--- src/rtl/lieat_exu_com_csrunit_pkg.sv ---
// ---------------------------------------------------------------------------
// lieat_exu_com_csrunit_pkg
// Shared definitions for the commit-stage CSR unit:
//   - CSR_IDX_W            : CSR address width used by the constants below
//   - OP_* bit positions   : layout of the one-hot op vector {mret, ecall, csrrc, csrrs, csrrw}
//   - CSR_MEPC/MCAUSE/MTVEC: machine trap CSR addresses touched by trap entry / mret
//   - csr_state_e          : FSM state encoding of the CSR unit
//   - op_is_onehot()       : legality test applied to the op vector at accept
// ---------------------------------------------------------------------------
package lieat_exu_com_csrunit_pkg;

    localparam int CSR_IDX_W = 12;
    localparam int OP_W      = 5;

    localparam int OP_RW    = 0;
    localparam int OP_RS    = 1;
    localparam int OP_RC    = 2;
    localparam int OP_ECALL = 3;
    localparam int OP_MRET  = 4;

    localparam logic [CSR_IDX_W-1:0] CSR_MEPC   = 12'h341;
    localparam logic [CSR_IDX_W-1:0] CSR_MCAUSE = 12'h342;
    localparam logic [CSR_IDX_W-1:0] CSR_MTVEC  = 12'h305;

    // mcause for an illegal-instruction trap
    localparam int ILLEGAL_CAUSE = 2;

    typedef enum logic [2:0] {
        ST_IDLE  = 3'd0,
        ST_RD    = 3'd1,
        ST_WR    = 3'd2,
        ST_EPC   = 3'd3,
        ST_CAUSE = 3'd4,
        ST_VEC   = 3'd5,
        ST_RESP  = 3'd6
    } csr_state_e;

    function automatic logic op_is_onehot(input logic [OP_W-1:0] op);
        return (op != '0) && ((op & (op - 5'd1)) == '0);
    endfunction

endpackage

--- src/rtl/lieat_exu_csr_rmw.sv ---
// ---------------------------------------------------------------------------
// lieat_exu_csr_rmw
// Combinational read-modify-write new-value function for Zicsr ops.
// Ports:
//   op_rw_i, op_rs_i, op_rc_i : one-hot op select (csrrw / csrrs / csrrc)
//   old_i                     : CSR value captured in the read cycle
//   operand_i                 : rs1 value or zero-extended zimm
//   new_o                     : value to write back into the CSR
// ---------------------------------------------------------------------------
module lieat_exu_csr_rmw #(
    parameter int XLEN = 32
) (
    input  logic            op_rw_i,
    input  logic            op_rs_i,
    input  logic            op_rc_i,
    input  logic [XLEN-1:0] old_i,
    input  logic [XLEN-1:0] operand_i,
    output logic [XLEN-1:0] new_o
);

    always_comb begin
        new_o = '0;
        if (op_rw_i) begin
            new_o = operand_i;
        end else if (op_rs_i) begin
            new_o = old_i | operand_i;
        end else if (op_rc_i) begin
            new_o = old_i & ~operand_i;
        end
    end

endmodule

--- src/rtl/lieat_exu_com_csrunit.sv ---
// ---------------------------------------------------------------------------
// lieat_exu_com_csrunit
// Multi-cycle CSR execution unit for the commit stage. Executes csrrw/csrrs/
// csrrc through a single CSR port (read cycle, then write cycle), sequences
// ecall trap entry (mepc, mcause, mtvec fetch) through that same port, and
// handles mret by reading mepc. Produces rd writeback data and a PC redirect.
//
// Optional build macro: LIEAT_CSR_ILLEGAL_EN
//   defined   : write-intent access to a read-only CSR (idx[11:10]==2'b11)
//               traps with mcause=2 and o_illegal=1 instead of writing.
//   undefined : o_illegal is tied 0 and such writes are issued normally.
//
// Ports:
//   clk, rst_n          : clock, asynchronous active-low reset
//   i_valid / i_ready   : request handshake (i_ready high only in IDLE)
//   i_pc, i_src1        : instruction PC, rs1 value
//   i_op                : one-hot {mret, ecall, csrrc, csrrs, csrrw}
//   i_rs1imm, i_zimm    : use zero-extended zimm instead of rs1
//   i_rs1_x0, i_rd_x0   : rs1/zimm is zero, rd is x0
//   i_csridx            : target CSR
//   o_valid / o_ready   : result handshake
//   o_wbck_data/_en     : old CSR value for rd, rd write enable
//   o_redirect/_pc      : PC redirect request and target
//   o_illegal           : illegal CSR access flag
//   csr_ena/write/idx/wdata, csr_rdata : single CSR register-file port
// ---------------------------------------------------------------------------
module lieat_exu_com_csrunit
    import lieat_exu_com_csrunit_pkg::*;
#(
    parameter int XLEN        = 32,
    parameter int CSR_IDX     = 12,
    parameter int ECALL_CAUSE = 11
) (
    input  logic               clk,
    input  logic               rst_n,
    input  logic               i_valid,
    output logic               i_ready,
    input  logic [XLEN-1:0]    i_pc,
    input  logic [XLEN-1:0]    i_src1,
    input  logic [4:0]         i_op,
    input  logic               i_rs1imm,
    input  logic [4:0]         i_zimm,
    input  logic               i_rs1_x0,
    input  logic               i_rd_x0,
    input  logic [CSR_IDX-1:0] i_csridx,
    output logic               o_valid,
    input  logic               o_ready,
    output logic [XLEN-1:0]    o_wbck_data,
    output logic               o_wbck_en,
    output logic               o_redirect,
    output logic [XLEN-1:0]    o_redirect_pc,
    output logic               o_illegal,
    output logic               csr_ena,
    output logic               csr_write,
    output logic [CSR_IDX-1:0] csr_idx,
    output logic [XLEN-1:0]    csr_wdata,
    input  logic [XLEN-1:0]    csr_rdata
);

    csr_state_e         state_q;
    logic [4:0]         op_q;
    logic [XLEN-1:0]    pc_q;
    logic [XLEN-1:0]    src1_q;
    logic               rs1imm_q;
    logic [4:0]         zimm_q;
    logic               rs1_x0_q;
    logic               rd_x0_q;
    logic [CSR_IDX-1:0] idx_q;
    logic [XLEN-1:0]    old_q;
    logic [XLEN-1:0]    rpc_q;
    logic               illegal_q;

    logic [XLEN-1:0]    operand_d;
    logic [XLEN-1:0]    new_d;
    logic               is_csr_op;
    logic               skip_wr;
    logic               rd_strobe_off;
    logic               write_intent;

    assign operand_d     = rs1imm_q ? {{(XLEN-5){1'b0}}, zimm_q} : src1_q;
    assign is_csr_op     = op_q[OP_RW] | op_q[OP_RS] | op_q[OP_RC];
    // csrrs/csrrc with a zero source never modify the CSR
    assign skip_wr       = (op_q[OP_RS] | op_q[OP_RC]) & rs1_x0_q;
    // csrrw to x0 must not cause read side effects
    assign rd_strobe_off = op_q[OP_RW] & rd_x0_q;
    assign write_intent  = op_q[OP_RW] | ((op_q[OP_RS] | op_q[OP_RC]) & ~rs1_x0_q);

    lieat_exu_csr_rmw #(.XLEN(XLEN)) u_rmw (
        .op_rw_i   (op_q[OP_RW]),
        .op_rs_i   (op_q[OP_RS]),
        .op_rc_i   (op_q[OP_RC]),
        .old_i     (old_q),
        .operand_i (operand_d),
        .new_o     (new_d)
    );

    always_ff @(posedge clk or negedge rst_n) begin
        if (!rst_n) begin
            state_q   <= ST_IDLE;
            op_q      <= '0;
            pc_q      <= '0;
            src1_q    <= '0;
            rs1imm_q  <= 1'b0;
            zimm_q    <= '0;
            rs1_x0_q  <= 1'b0;
            rd_x0_q   <= 1'b0;
            idx_q     <= '0;
            old_q     <= '0;
            rpc_q     <= '0;
            illegal_q <= 1'b0;
        end else begin
            case (state_q)
                ST_IDLE: begin
                    if (i_valid) begin
                        pc_q      <= i_pc;
                        src1_q    <= i_src1;
                        rs1imm_q  <= i_rs1imm;
                        zimm_q    <= i_zimm;
                        rs1_x0_q  <= i_rs1_x0;
                        rd_x0_q   <= i_rd_x0;
                        idx_q     <= i_csridx;
                        old_q     <= '0;
                        rpc_q     <= '0;
                        illegal_q <= 1'b0;
                        if (!op_is_onehot(i_op)) begin
                            // malformed op completes as a nop
                            op_q    <= '0;
                            state_q <= ST_RESP;
                        end else begin
                            op_q <= i_op;
                            if (i_op[OP_ECALL])     state_q <= ST_EPC;
                            else if (i_op[OP_MRET]) state_q <= ST_VEC;
                            else                    state_q <= ST_RD;
                        end
                    end
                end
                ST_RD: begin
                    old_q <= rd_strobe_off ? '0 : csr_rdata;
`ifdef LIEAT_CSR_ILLEGAL_EN
                    if (write_intent && (idx_q[CSR_IDX-1 -: 2] == 2'b11)) begin
                        illegal_q <= 1'b1;
                        state_q   <= ST_EPC;
                    end else
`endif
                    if (skip_wr) state_q <= ST_RESP;
                    else         state_q <= ST_WR;
                end
                ST_WR:    state_q <= ST_RESP;
                ST_EPC:   state_q <= ST_CAUSE;
                ST_CAUSE: state_q <= ST_VEC;
                ST_VEC: begin
                    // mret returns to mepc as-is; trap entry uses the direct-mode mtvec base
                    rpc_q   <= op_q[OP_MRET] ? csr_rdata : {csr_rdata[XLEN-1:2], 2'b00};
                    state_q <= ST_RESP;
                end
                ST_RESP: begin
                    if (o_ready) state_q <= ST_IDLE;
                end
                default: state_q <= ST_IDLE;
            endcase
        end
    end

    // Single CSR port: address/data muxed by the current sequencing state
    always_comb begin
        csr_ena   = 1'b0;
        csr_write = 1'b0;
        csr_idx   = '0;
        csr_wdata = '0;
        case (state_q)
            ST_RD: begin
                csr_ena = ~rd_strobe_off;
                csr_idx = idx_q;
            end
            ST_WR: begin
                csr_ena   = 1'b1;
                csr_write = 1'b1;
                csr_idx   = idx_q;
                csr_wdata = new_d;
            end
            ST_EPC: begin
                csr_ena   = 1'b1;
                csr_write = 1'b1;
                csr_idx   = CSR_IDX'(CSR_MEPC);
                csr_wdata = pc_q;
            end
            ST_CAUSE: begin
                csr_ena   = 1'b1;
                csr_write = 1'b1;
                csr_idx   = CSR_IDX'(CSR_MCAUSE);
                csr_wdata = illegal_q ? XLEN'(ILLEGAL_CAUSE) : XLEN'(ECALL_CAUSE);
            end
            ST_VEC: begin
                csr_ena = 1'b1;
                csr_idx = op_q[OP_MRET] ? CSR_IDX'(CSR_MEPC) : CSR_IDX'(CSR_MTVEC);
            end
            default: ;
        endcase
    end

    assign i_ready       = (state_q == ST_IDLE);
    assign o_valid       = (state_q == ST_RESP);
    assign o_wbck_data   = old_q;
    assign o_redirect_pc = rpc_q;
    assign o_wbck_en     = o_valid & is_csr_op & ~rd_x0_q & ~illegal_q;
    assign o_redirect    = o_valid & (op_q[OP_ECALL] | op_q[OP_MRET] | illegal_q);
`ifdef LIEAT_CSR_ILLEGAL_EN
    assign o_illegal     = o_valid & illegal_q;
`else
    assign o_illegal     = 1'b0;
`endif

endmodule

--- config.mk ---
export PLATFORM = sky130hd
export DESIGN_NAME = lieat_exu_com_csrunit
export DESIGN_NICKNAME = d
export VERILOG_FILES = /design/src/rtl/lieat_exu_com_csrunit_pkg.sv /design/src/rtl/lieat_exu_csr_rmw.sv /design/src/rtl/lieat_exu_com_csrunit.sv
export SDC_FILE = /design/constraint.sdc
export NUM_CORES = 1
export LEC_CHECK = 0
export ABC_CLOCK_PERIOD_IN_PS = 3500
export CAP_MARGIN = 20
export CORE_MARGIN = 3
export CORE_UTILIZATION = 35
export CTS_BUF_LIST = sky130_fd_sc_hd__clkbuf_8
export CTS_CLUSTER_SIZE = 8
export DETAILED_ROUTE_END_ITERATION = 6
export SYNTH_ARGS = -nofsm -noshare
export SYNTH_HDL_FRONTEND = slang
export SYNTH_SLANG_ARGS = --single-unit
--- constraint.sdc ---
create_clock -name clk -period 3.5 [get_ports clk]
set_input_delay 0.35 -clock clk [delete_from_list [all_inputs] [get_ports clk]]
set_output_delay 0.35 -clock clk [all_outputs]
set_load 0.02 [all_outputs]
== After elaboration in Yosys (flattened, before gate mapping) ==
Cells that the tools add are included.

* Output and inout port bits: 115
* Bits in registers: 156

* Bitwise gates (word level): 15
* Equal/unequal tests: 8
* Add/sub/neg operators: 1
* Mux-type cells: 22
* Reduce and logical (&&, ||, !) cells: 14

{| class="wikitable"
|+ Operator list
! operator !! count
|-
| $mux 32 || 6
|-
| $pmux 32 s2 || 2
|-
| $pmux 32 s3 || 1
|-
| $pmux 12 s4 || 1
|-
| $and 32x32->32 || 1
|-
| $not 32->32 || 1
|-
| $or 32x32->32 || 1
|-
| $mux 3 || 6
|-
| $pmux 3 s6 || 1
|-
| $eq 3x3->1 const B || 3
|-
| $reduce_and 2->1 || 4
|-
| $mux 7 || 1
|-
| $eq 3x2->1 const B || 2
|-
| $and 1x1->1 || 5
|-
| $and 5x5->5 || 1
|-
| $logic_not 5->1 || 1
|-
| $mux 5 || 1
|-
| $reduce_bool 5->1 || 1
|-
| $sub 5x1->5 const B || 1
|-
| $or 1x1->1 || 4
|-
| $reduce_bool 2->1 || 2
|-
| $reduce_or 2->1 || 2
|-
| $reduce_or 4->1 || 1
|-
| $eq 3x1->1 const B || 1
|-
| 9 further kinds || 10
|}

== Logic depth before layout (Yosys ltp) ==
Gate-level depths: netlist (run 1).

* Depth after elaboration: 7
* Mapped depth: 8
* Gate-level depth less buffers: 4

== Hierarchy ==
A second synthesis (run 1) with hierarchy kept.

* Cells, all modules: 844
* Area total of the unflattened synthesis: 7703.6 um^2

{| class="wikitable"
|+ Modules (own cells, without submodules)
! module !! area each (um^2) !! cells an instance !! seq. area each (um^2) !! instances
|-
| lieat_exu_com_csrunit || 6849.1 || 738 || 3903.7 || 1
|-
| lieat_exu_csr_rmw || 854.6 || 106 || 0.0 || 1
|}

== Worst setup path after synthesis (run 1) ==
OpenSTA, ideal clock, no wires.

* Kind: register to output
* From: reg state_q[0]
* To: out csr_idx[2]
* Path slack: 1.593 ns
* Arrival: 1.557 ns
* Data required time: 3.150 ns
* Stages on the path, launching flop included: 5
* Buffers on the path: 2
* Cells stage by stage: dfrtp_1 buf_2 nand3b_1 clkbuf_1 o21ai_0

* Cells in the longest elaborated chain, start to end: 3
* Elaborated cells on any way between the ends: 7

{| class="wikitable"
|+ Ends and longest elaborated chain
! element !! line !! RTL
|-
| start: declaration || lieat_exu_com_csrunit.sv:60 || <nowiki>csr_state_e state_q;</nowiki>
|-
| start signal: assignment || lieat_exu_com_csrunit.sv:99 || <nowiki>state_q <= ST_IDLE;</nowiki>
|-
| start signal: assignment || lieat_exu_com_csrunit.sv:128 || <nowiki>state_q <= ST_RESP;</nowiki>
|-
| start signal: assignment || lieat_exu_com_csrunit.sv:131 || <nowiki>if (i_op[OP_ECALL]) state_q <= ST_EPC;</nowiki>
|-
| $eq 3x2->1 / $eq 3x1->1 (equally long branches) || lieat_exu_com_csrunit.sv:170 || <nowiki>case (state_q)</nowiki>
|-
| $reduce_or 2->1 (no source line) || n/a ||
|-
| $pmux 12 s4 * || lieat_exu_com_csrunit.sv:170 ||
|-
| end: declaration || lieat_exu_com_csrunit.sv:55 || <nowiki>output logic [CSR_IDX-1:0] csr_idx,</nowiki>
|}

Mark *: on every way between the ends. The rest lies on a longest branch, timed or not.

== Worst setup path after layout (run 1) ==
* From: reg state_q[0]
* To: out csr_wdata[3]

* Cells in the longest elaborated chain, start to end: 2
* Elaborated cells on any way between the ends: 4

{| class="wikitable"
|+ Ends and longest elaborated chain
! element !! line !! RTL
|-
| $eq 3x3->1 / $eq 3x2->1 (equally long branches) || lieat_exu_com_csrunit.sv:170 ||
|-
| $pmux 32 s3 * || lieat_exu_com_csrunit.sv:170 ||
|-
| end: declaration || lieat_exu_com_csrunit.sv:56 || <nowiki>output logic [XLEN-1:0] csr_wdata,</nowiki>
|}

Marks and branches as above.

==> results of run 1 <==
[cells in the final DEF, fill, tap and decap left out, drive strengths merged, types with 3 or more instances in the layout]
cell and n:
a21oi 8, a221o 3, a22o 62, and2 8
buf 19, clkbuf 17, clkdlybuf4s50 237, clkinv 6
dfrtp 156, inv 40, mux2i 5, nand2 265
nand2b 3, nand3 7, nor2 13, nor2b 5
nor3 7, o211ai 29, o21ai 79, o31ai 27
[how the worst max path moves through the flow]
| stage | end | slack, ns | cells past startpoint |
|---|---|---|---|
| detailed placement | csr_wdata[5] | 0.95 | 5 |
| finish | csr_wdata[3] | 0.48 | 5 |
| global route | csr_wdata[10] | 0.26 | 5 |
| floorplan | csr_idx[2] | 1.59 | 4 |
| CTS | csr_wdata[30] | 0.44 | 5 |
| global placement | csr_idx[2] | 0.94 | 6 |
[layer usage]
| metal | routed length [µm] | global-route usage, % | vias up |
|---|---|---|---|
| met4 | 479 | 5.58 | 6 |
| li1 | - | - | 3154 |
| met2 | 11700 | 36.1 | 224 |
| met1 | 10200 | 27.5 | 3132 |
| met3 | 2100 | 7.28 | 29 |
| met5 | 34 | 0 | - |
[report_power, final]
part	switching [W]	internal [W]
sequential	0.000682	0.00261
combinational	0.00229	0.00179
clock	0.000752	0.000648
total	0.00373	0.00505
[registers in the layout (all words and copies together), names as in the netlist]
| register | count |
|---|---|
| rs1imm_q | 1 |
| op_q | 5 |
| src1_q | 32 |
| rs1_x0_q | 1 |
| idx_q | 12 |
| zimm_q | 5 |
| o_redirect_pc | 32 |
| state_q | 3 |
| rd_x0_q | 1 |
| o_wbck_data | 32 |
| pc_q | 32 |
[cell type report]
cell class | instances | area (µm²)
Sequential cell | 156 | 3910
Multi-Input combinational cell | 547 | 2950
Timing Repair Buffer | 257 | 2550
Clock inverter | 15 | 161
Inverter | 34 | 128
Fill cell | 1977 | 10100
Tap cell | 270 | 338
Clock buffer | 17 | 234
[stage by stage]
stage | area, µm² | instances | hold slack [ns]
2_1_floorplan | 7310 | 802 | 0.0544
5_1_grt | 10300 | 1296 | 0.363
6_report | 10300 | 1296 | 0.422
3_3_place_gp | 9860 | 1263 | 0.398
4_1_cts | 10300 | 1296 | 0.383
3_5_place_dp | 9860 | 1263 | 0.405
[worst max-delay path: cells and delay by family, from the launching register on]
family | cells | cell delay [ns]
flops | 1 | 0.66
buf+inv | 2 | 0.97
compound gates | 1 | 0.26
simple gates | 2 | 0.34
[cells by family after synthesis]
kind of cell / synth area share, %
buffers and inverters: 6.60
AO/OA/AOI/OAI: 21.1
flip-flops: 53.4
other: 0.0513
XOR/XNOR: 0.479
AND/OR/NAND/NOR: 17.8
multiplexers: 0.684
==> results_dict.tcl, run 1 <==
set metrics [dict create \
    worst_pin_slew_ns 0.777 \
    clockRootBuffer "clkbuf_8" \
    synthTopCellsByCount "nand2_1 (265), dfrtp_1 (156), o21ai_0 (63), a22o_1 (62)" \
    synth_area_leader_cell "dfrtp_1" \
    critPathKind "flop to output port" \
    post-route-period-util_pct 86.3 \
    cap_violations 0 \
    min_to "rs1imm_q$_DFFE_PN0P_" \
    final_nets 1138 \
    wire_per_inst_um 19.0 \
    num_vias 6545 \
    cts_tree "built" \
    path_max_fanout 32 \
    antenna_found_initial 3 \
    dp_slack_ns 0.948 \
    synth_edf_count 0 \
    hold_buffers 1 \
    via_per_inst 5.05 \
    synthArstFlopShare_pct 100 \
    drive_gt1_share_pct 6.43 \
    power_w 0.00877 \
    row_count 52 \
    max_freq_mhz 331 \
    peakVddDrop_v 0.000477 \
    syn_inst 802 \
    clock_skew_ns 0.0104 \
    place_hpwl_mm 17.5 \
    die-width_um 151 \
    netlist_top_cells_area "dfrtp_1 (53%), nand2_1 (14%), a22o_1 (7.4%), o21ai_0 (4.3%), o211ai_1 (3.0%)" \
    postCtsResizedCells 0 \
    max-slew-margin-rel_pct 48.2 \
    setup_viol 0 \
    dr.first_iter.drc_count 317 \
    r2r_slack_ns 1.15 \
    cts_buffer_depth 2 \
    io_pins 240 \
    synthFlopType "dfrtp_1" \
    diodes 0 \
    finalSetupTns_ns 0 \
    dr.pass1.iters 5 \
    yosysSeqAreaShare_pct 53.4 \
    die_h_um 151 \
    ys_types 43 \
    critPathMaxStageDelay_ns 0.66 \
    final_core_util_pct 50.4 \
    syn_to_final_growth_pct 40.4 \
    drt-total-wl_mm 24.6 \
    crit_required_ns 3.15 \
    ys_seq_elements 156 \
    drt.antenna.violating_nets 0 \
    slowest_stage "dfrtp_1" \
    rsz0062_at_grt "false" \
    setup.worst_path.start_class "flop" \
    grt_pass1_vias 6465 \
    synth.top_cell.area_share_pct 53.4 \
    status "finished clean" \
    min_path_cells 3 \
    grt_pass1_wl_mm 37.4 \
    r2r_end "op_q[1]$_DFFE_PN0P_" \
    end_kind "output port" \
    drc 0 \
    grt_max_degree 69 \
    finalMaxSlewViolations 0 \
    cp-startpoint "state_q[0]$_DFFE_PN0P_" \
    holdCritStartpoint "i_rs1imm" \
    r2r_cells 6 \
    fp.dieArea_um2 22700 \
    core_um2 20400 \
    grt.total_usage_pct 21.8 \
    cp.arrival_ns 2.67 \
    holdCritPathClass "input pin to flop" \
    cts_buffers 17 \
    post-cts-setup-buffers 0 \
    gp_congestion 0.793 \
    crit_chain "nand2_1 -> nor2_2 -> buf_4 -> a221o_1 -> clkdlybuf4s50_1" \
    synth_nets 927 \
    power.density_nw_per_um2 854 \
    insertion_delay_ns 0.44 \
    p_leak_nw 4.53 \
    clk_pin_slew_ns 0.10 \
    final.setup.worst_slack_ns 0.479 \
    portBuffers 238 \
    ys_warn_count 0 \
    initial_core_util_pct 35.9 \
    synthesis.area_um2 7310 \
    reg2reg_from "state_q[0]$_DFFE_PN0P_" \
    overflow 0 \
    htreeDepth 4 \
    fin_crit_ns 3.02 \
    avgSynthCellArea_um2 9.12 \
    yosysMostFrequentCell "nand2_1" \
    finalHoldViolCount 0 \
    clock_sinks 156 \
]
(Power assumes the default switching activity.)
==> run 2, diff against run 1 <==
--- a/config.mk
+++ b/config.mk
@@ -12,6 +12,8 @@
 export CTS_BUF_LIST = sky130_fd_sc_hd__clkbuf_8
 export CTS_CLUSTER_SIZE = 8
 export DETAILED_ROUTE_END_ITERATION = 6
+export PLACE_DENSITY = 0.67
+export SLEW_MARGIN = 20
 export SYNTH_ARGS = -nofsm -noshare
 export SYNTH_HDL_FRONTEND = slang
 export SYNTH_SLANG_ARGS = --single-unit
==> run 2 against run 1 <==
  * Sequential power barely moved
  * Maximum frequency fell by 3.7%
  * Wire length fell by 2.4%
  * Clock skew rose by 0.0019 ns
  * Global-route usage fell by 0.66 points
  * Critical endpoint is now csr_wdata[1]
==> results_dict.tcl, run 2 (synthesized netlist as in run 1, its figures left out) <==
set metrics [dict create \
    fp.dieArea_um2 22700 \
    p_leak_nw 4.52 \
    grt_pass1_vias 6373 \
    rsz0062_at_grt "false" \
    die_h_um 151 \
    seqPwrFrac_pct 37.9 \
    post-route-period-util_pct 89.6 \
    row_count 52 \
    grt_max_degree 76 \
    finalHoldViolCount 0 \
    holdCritPathClass "input pin to flop" \
    worst_pin_slew_ns 0.732 \
    cts_buffer_depth 2 \
    register_area_um2 3910 \
    min_path_cells 3 \
    critPathMaxStageDelay_ns 0.76 \
    diodes 0 \
    slowest_stage "dfrtp_1" \
    dr_wl_met2_mm 11.4 \
    path_max_fanout 32 \
    overflow 0 \
    die-width_um 151 \
    postCtsResizedCells 0 \
    clk_pin_slew_ns 0.09 \
    drive_gt1_share_pct 6.24 \
    met1Wirelength_mm 9.80 \
    drc 0 \
    drt-total-wl_mm 24.0 \
    insertion_delay_ns 0.45 \
    finalMaxSlewViolations 0 \
    dr.first_iter.drc_count 316 \
    grt.total_usage_pct 21.2 \
    reg2reg_from "state_q[0]$_DFFE_PN0P_" \
    internal_power_w 0.00504 \
    highest_layer "met5" \
    max-slew-margin-rel_pct 51.2 \
    r2r_slack_ns 1.38 \
    fin_crit_ns 3.14 \
    drt.antenna.violating_nets 0 \
    htreeDepth 4 \
    critPathKind "flop to output port" \
    layout_commonest_cell "nand2_1" \
    power_frac_clock_pct 15.7 \
    crit_chain "nand2b_1 -> nor3_4 -> buf_4 -> a221o_1 -> clkdlybuf4s50_1" \
    crit_required_ns 3.15 \
    pwr-share-comb_pct 46.5 \
    r2r_end "src1_q[30]$_DFFE_PN0P_" \
    peakVddDrop_v 0.000557 \
    min_to "pc_q[30]$_DFFE_PN0P_" \
    cp.arrival_ns 2.79 \
    setup.worst_path.start_class "flop" \
    end_kind "output port" \
    finalSetupTns_ns 0 \
    via_per_inst 5.10 \
    num_vias 6610 \
    dr.pass1.iters 7 \
    grt_pass1_wl_mm 36.7 \
    cap_violations 0 \
    io_pins 240 \
    syn_to_final_growth_pct 40.3 \
    cts_buffers 17 \
    status "finished clean" \
    clock_sinks 156 \
    final_nets 1138 \
    p_sw_w 0.00370 \
    clock_skew_ns 0.0123 \
    r2r_cells 5 \
    dr_wl_met3_mm 2.23 \
    initial_core_util_pct 35.9 \
    placed_area_um2 9860 \
    core_um2 20400 \
    max_freq_mhz 319 \
    gp_congestion 0.816 \
    antenna_found_initial 3 \
    power.density_nw_per_um2 852 \
    mostFrequentLayoutCells "nand2_1 (264), clkdlybuf4s50_1 (237), dfrtp_1 (155)" \
    clockRootBuffer "clkbuf_8" \
    wire_per_inst_um 18.5 \
    portBuffers 238 \
    switching_share_pct 42.4 \
    cts_tree "built" \
    holdCritStartpoint "i_pc[30]" \
    final_area_um2 10300 \
    place_hpwl_mm 17.0 \
    setup_viol 0 \
    nFillCells 1954 \
    multiInputGateArea_um2 2960 \
]
## run 2: changes by cell type in the layout (fill, tap and decap cells not counted)
cell and delta:
inv_6 -4, clkinvlp_4 +3, clkinv_2 -2, inv_1 +2
a21oi_2 -1, a21oi_4 +1, buf_12 -1, buf_4 +1
clkbuf_8 +1
## run 2: power groups by stage
stage / combinational (W) / clock, W / sequential (W)
6_report: 0.00406 / 0.00137 / 0.00331
3_5_place_dp: 0.00409 / 0 / 0.00336
2_1_floorplan: 0.00209 / 0 / 0.00343
3_3_place_gp: 0.00406 / 0 / 0.00336
5_1_grt: 0.00445 / 0.00149 / 0.00341
4_1_cts: 0.00411 / 0.00141 / 0.00333
## run 2: what timing repair did
action,CTS,global route
buffers inserted,0,0
hold buffers,1,0
hold endpoints to repair,71,0
## run 2: cell type report
type | instances | share of cell area, %
inverter | 34 | 1.24
multi-input combinational | 547 | 28.8
clock buffer | 18 | 2.41
timing repair buffer | 257 | 24.8
clock inverter | 14 | 1.43
sequential | 156 | 38.1
tap | 270 | 3.29
## run 2: worst max-delay path by stage
stage / startpoint / end / slack, ns / cells after the start
floorplan: state_q[0]$_DFFE_PN0P_ / csr_idx[2] / 1.59 / 4
global placement: rs1imm_q$_DFFE_PN0P_ / csr_wdata[11] / 0.84 / 4
detailed placement: state_q[1]$_DFFE_PN0P_ / csr_wdata[4] / 0.84 / 5
CTS: state_q[1]$_DFFE_PN0P_ / csr_wdata[3] / 0.32 / 5
global route: state_q[1]$_DFFE_PN0P_ / csr_wdata[22] / 0.16 / 5
finish: state_q[1]$_DFFE_PN0P_ / csr_wdata[1] / 0.36 / 5
## run 2: per-stage QoR
stage	setup WS [ns]	util, %	hold WS [ns]	total power (W)	instances
after floorplan	1.59	-	0.0544	0.00552	802
after global placement	0.840	48.4	0.440	0.00741	1263
after detailed placement	0.840	48.4	0.442	0.00745	1263
after CTS	0.320	50.4	0.380	0.00885	1296
after global routing	0.161	50.4	0.387	0.00935	1296
final	0.363	50.4	0.415	0.00874	1296
## run 2: worst max-delay path, delay by kind of cell (launching register included)
kind	cells	cell delay (ns)
compound gates	1	0.23
buf+inv	2	0.95
flops	1	0.76
simple gates	2	0.39
## run 2: routing by layer
metal | vias up | track usage, %
met5 | - | 0
met4 | 6 | 6.40
met3 | 39 | 7.16
met2 | 245 | 34.4
met1 | 3163 | 26.7
li1 | 3157 | -
==> run 3, diff against run 2 <==
--- a/config.mk
+++ b/config.mk
@@ -13,6 +13,7 @@
 export CTS_CLUSTER_SIZE = 8
 export DETAILED_ROUTE_END_ITERATION = 6
 export PLACE_DENSITY = 0.67
+export RECOVER_POWER = 100
 export SLEW_MARGIN = 20
 export SYNTH_ARGS = -nofsm -noshare
 export SYNTH_HDL_FRONTEND = slang
==> run 3 against run 2 <==
  * The run now ends with capacitance limit, slew limit left
  * Wire length up 0.12%
  * Largest power group unchanged
  * Non-clock buffer count unchanged
  * Sequential power about the same
  * Cell area down 0.52%
  * Global-route usage unchanged
  * First-iteration DRC count up 6.6%
  * Critical path type unchanged
==> results_dict.tcl, run 3 (synthesized netlist as in run 1, its figures left out) <==
set metrics [dict create \
    max_freq_mhz 314 \
    fp.dieArea_um2 22700 \
    hold_ws_ns 0.413 \
    power.density_nw_per_um2 832 \
    post-route-period-util_pct 90.9 \
    die-width_um 151 \
    io_pins 240 \
    gp_congestion 0.816 \
    setup_viol 0 \
    cts_tree "built" \
    placed_area_um2 9860 \
    switching_share_pct 43.0 \
    row_count 52 \
    finalHoldViolCount 0 \
    path_max_fanout 37 \
    power_frac_clock_pct 16.1 \
    internal_power_w 0.00484 \
    via_per_inst 5.09 \
    num_vias 6602 \
    holdCritStartpoint "i_csridx[7]" \
    setup.worst_path.start_class "flop" \
    critPathKind "flop to output port" \
    antenna_found_initial 3 \
    place_hpwl_mm 17.0 \
    initial_core_util_pct 35.9 \
    reg2reg_from "state_q[0]$_DFFE_PN0P_" \
    die_h_um 151 \
    rsz0062_at_grt "false" \
    peakVddDrop_v 0.000520 \
    finalSetupTns_ns 0 \
    clock_skew_ns 0.0128 \
    drt.antenna.violating_nets 0 \
    violations "capacitance limit, slew limit" \
    status "finished, violations left" \
    insertion_delay_ns 0.45 \
    fin_crit_ns 3.18 \
    clock_sinks 156 \
    seqPwrFrac_pct 38.6 \
    portBuffers 238 \
    htreeDepth 4 \
    cap_violations 2 \
    finalMaxSlewViolations 109 \
    p_sw_w 0.00365 \
    cts_buffer_depth 2 \
    dr.pass1.iters 4 \
    mostFrequentLayoutCells "nand2_1 (264), dfrtp_1 (155), clkdlybuf4s50_1 (124)" \
    p_leak_nw 4.78 \
    core_um2 20400 \
    end_kind "output port" \
    wire_per_inst_um 18.5 \
    final_area_um2 10200 \
    drive_gt1_share_pct 5.65 \
    final_nets 1138 \
    crit_chain "clkbuf_4 -> o31ai_1 -> a22o_1 -> clkdlybuf4s50_1" \
    dr.first_iter.drc_count 337 \
    power_w 0.00849 \
    overflow 0 \
    critPathMaxStageDelay_ns 0.60 \
    cp-startpoint "rs1imm_q$_DFFE_PN0P_" \
    clk_pin_slew_ns 0.09 \
    r2r_cells 5 \
    min_path_cells 3 \
    slowest_stage "clkdlybuf4s50_1" \
    drt-total-wl_mm 24.0 \
    syn_to_final_growth_pct 39.5 \
    crit_required_ns 3.15 \
    pwr-share-comb_pct 45.3 \
    grt_pass1_vias 6373 \
    drc 0 \
    cts_buffers 17 \
    cp.arrival_ns 2.83 \
    postCtsResizedCells 0 \
    layout_commonest_cell "nand2_1" \
    max-slew-margin-rel_pct -33.5 \
    worst_pin_slew_ns 2.00 \
    diodes 0 \
    holdCritPathClass "input pin to flop" \
    grt.total_usage_pct 21.2 \
    clockRootBuffer "clkbuf_8" \
    grt_pass1_wl_mm 36.7 \
    grt_max_degree 76 \
]
==> run 3: cell count changes in the layout (fill, tap and decap cells not counted), moves of 2 or more <==
cell             change
clkbuf_2             +4
clkdlybuf4s50_1    -113
o21ai_1             -13
o21ai_0             +13
clkbuf_1             +2
dlygate4sd3_1      +113
buf_4                -6
==> run 3: repair_timing <==
action                                  4_1_cts  5_1_grt
endpoints found under the setup margin        0        0
setup buffers                                 0        0
hold endpoints to repair                     71        0
hold buffers                                  1        0
==> run 3: critical path: cells and delay by family, from the launching register on <==
kind / cells / cell delay, ns
buffers and inverters: 2 / 0.98
AOI/OAI and AO/OA: 2 / 0.80
DFF: 1 / 0.59
==> run 3: worst paths after layout <==
check	end	slack, ns
worst max-delay path	csr_wdata[11]	0.32
worst min-delay path	idx_q[7]$_DFFE_PN0P_	0.41
worst max register to register	src1_q[30]$_DFFE_PN0P_	0.45
worst min register to register	idx_q[7]$_DFFE_PN0P_	0.47
max in group asynchronous	idx_q[6]$_DFFE_PN0P_	0.68
min in group asynchronous	pc_q[18]$_DFFE_PN0P_	1.01
==> run 3: area by class of cell <==
class	count	area, µm²
Tap cell	270	338
Multi-Input combinational cell	547	2920
Clock inverter	14	146
Inverter	34	128
Clock buffer	18	248
Fill cell	1967	10200
Sequential cell	156	3910
Timing Repair Buffer	257	2520
==> run 3: stage by stage <==
step	setup WS (ns)	util (%)	std cells
detailed placement	0.840	48.4	1263
CTS	0.320	50.4	1296
floorplan	1.59	-	802
finish	0.320	50.1	1296
global placement	0.840	48.4	1263
global route	0.107	50.1	1296
==> run 3: power by group through the flow <==
| stage | clock, W | combinational, W | sequential, W |
|---|---|---|---|
| 3_3_place_gp | 0 | 0.00406 | 0.00336 |
| 5_1_grt | 0.00149 | 0.00424 | 0.00338 |
| 2_1_floorplan | 0 | 0.00209 | 0.00343 |
| 4_1_cts | 0.00141 | 0.00411 | 0.00333 |
| 6_report | 0.00137 | 0.00385 | 0.00328 |
| 3_5_place_dp | 0 | 0.00409 | 0.00336 |
==> run 3: layer usage <==
layer	up-vias	routed length, µm	GRT usage, %
li1	3158	-	-
met1	3173	9930	26.7
met2	228	11400	34.4
met3	37	2130	7.16
met4	6	506	6.40
met5	-	28	0
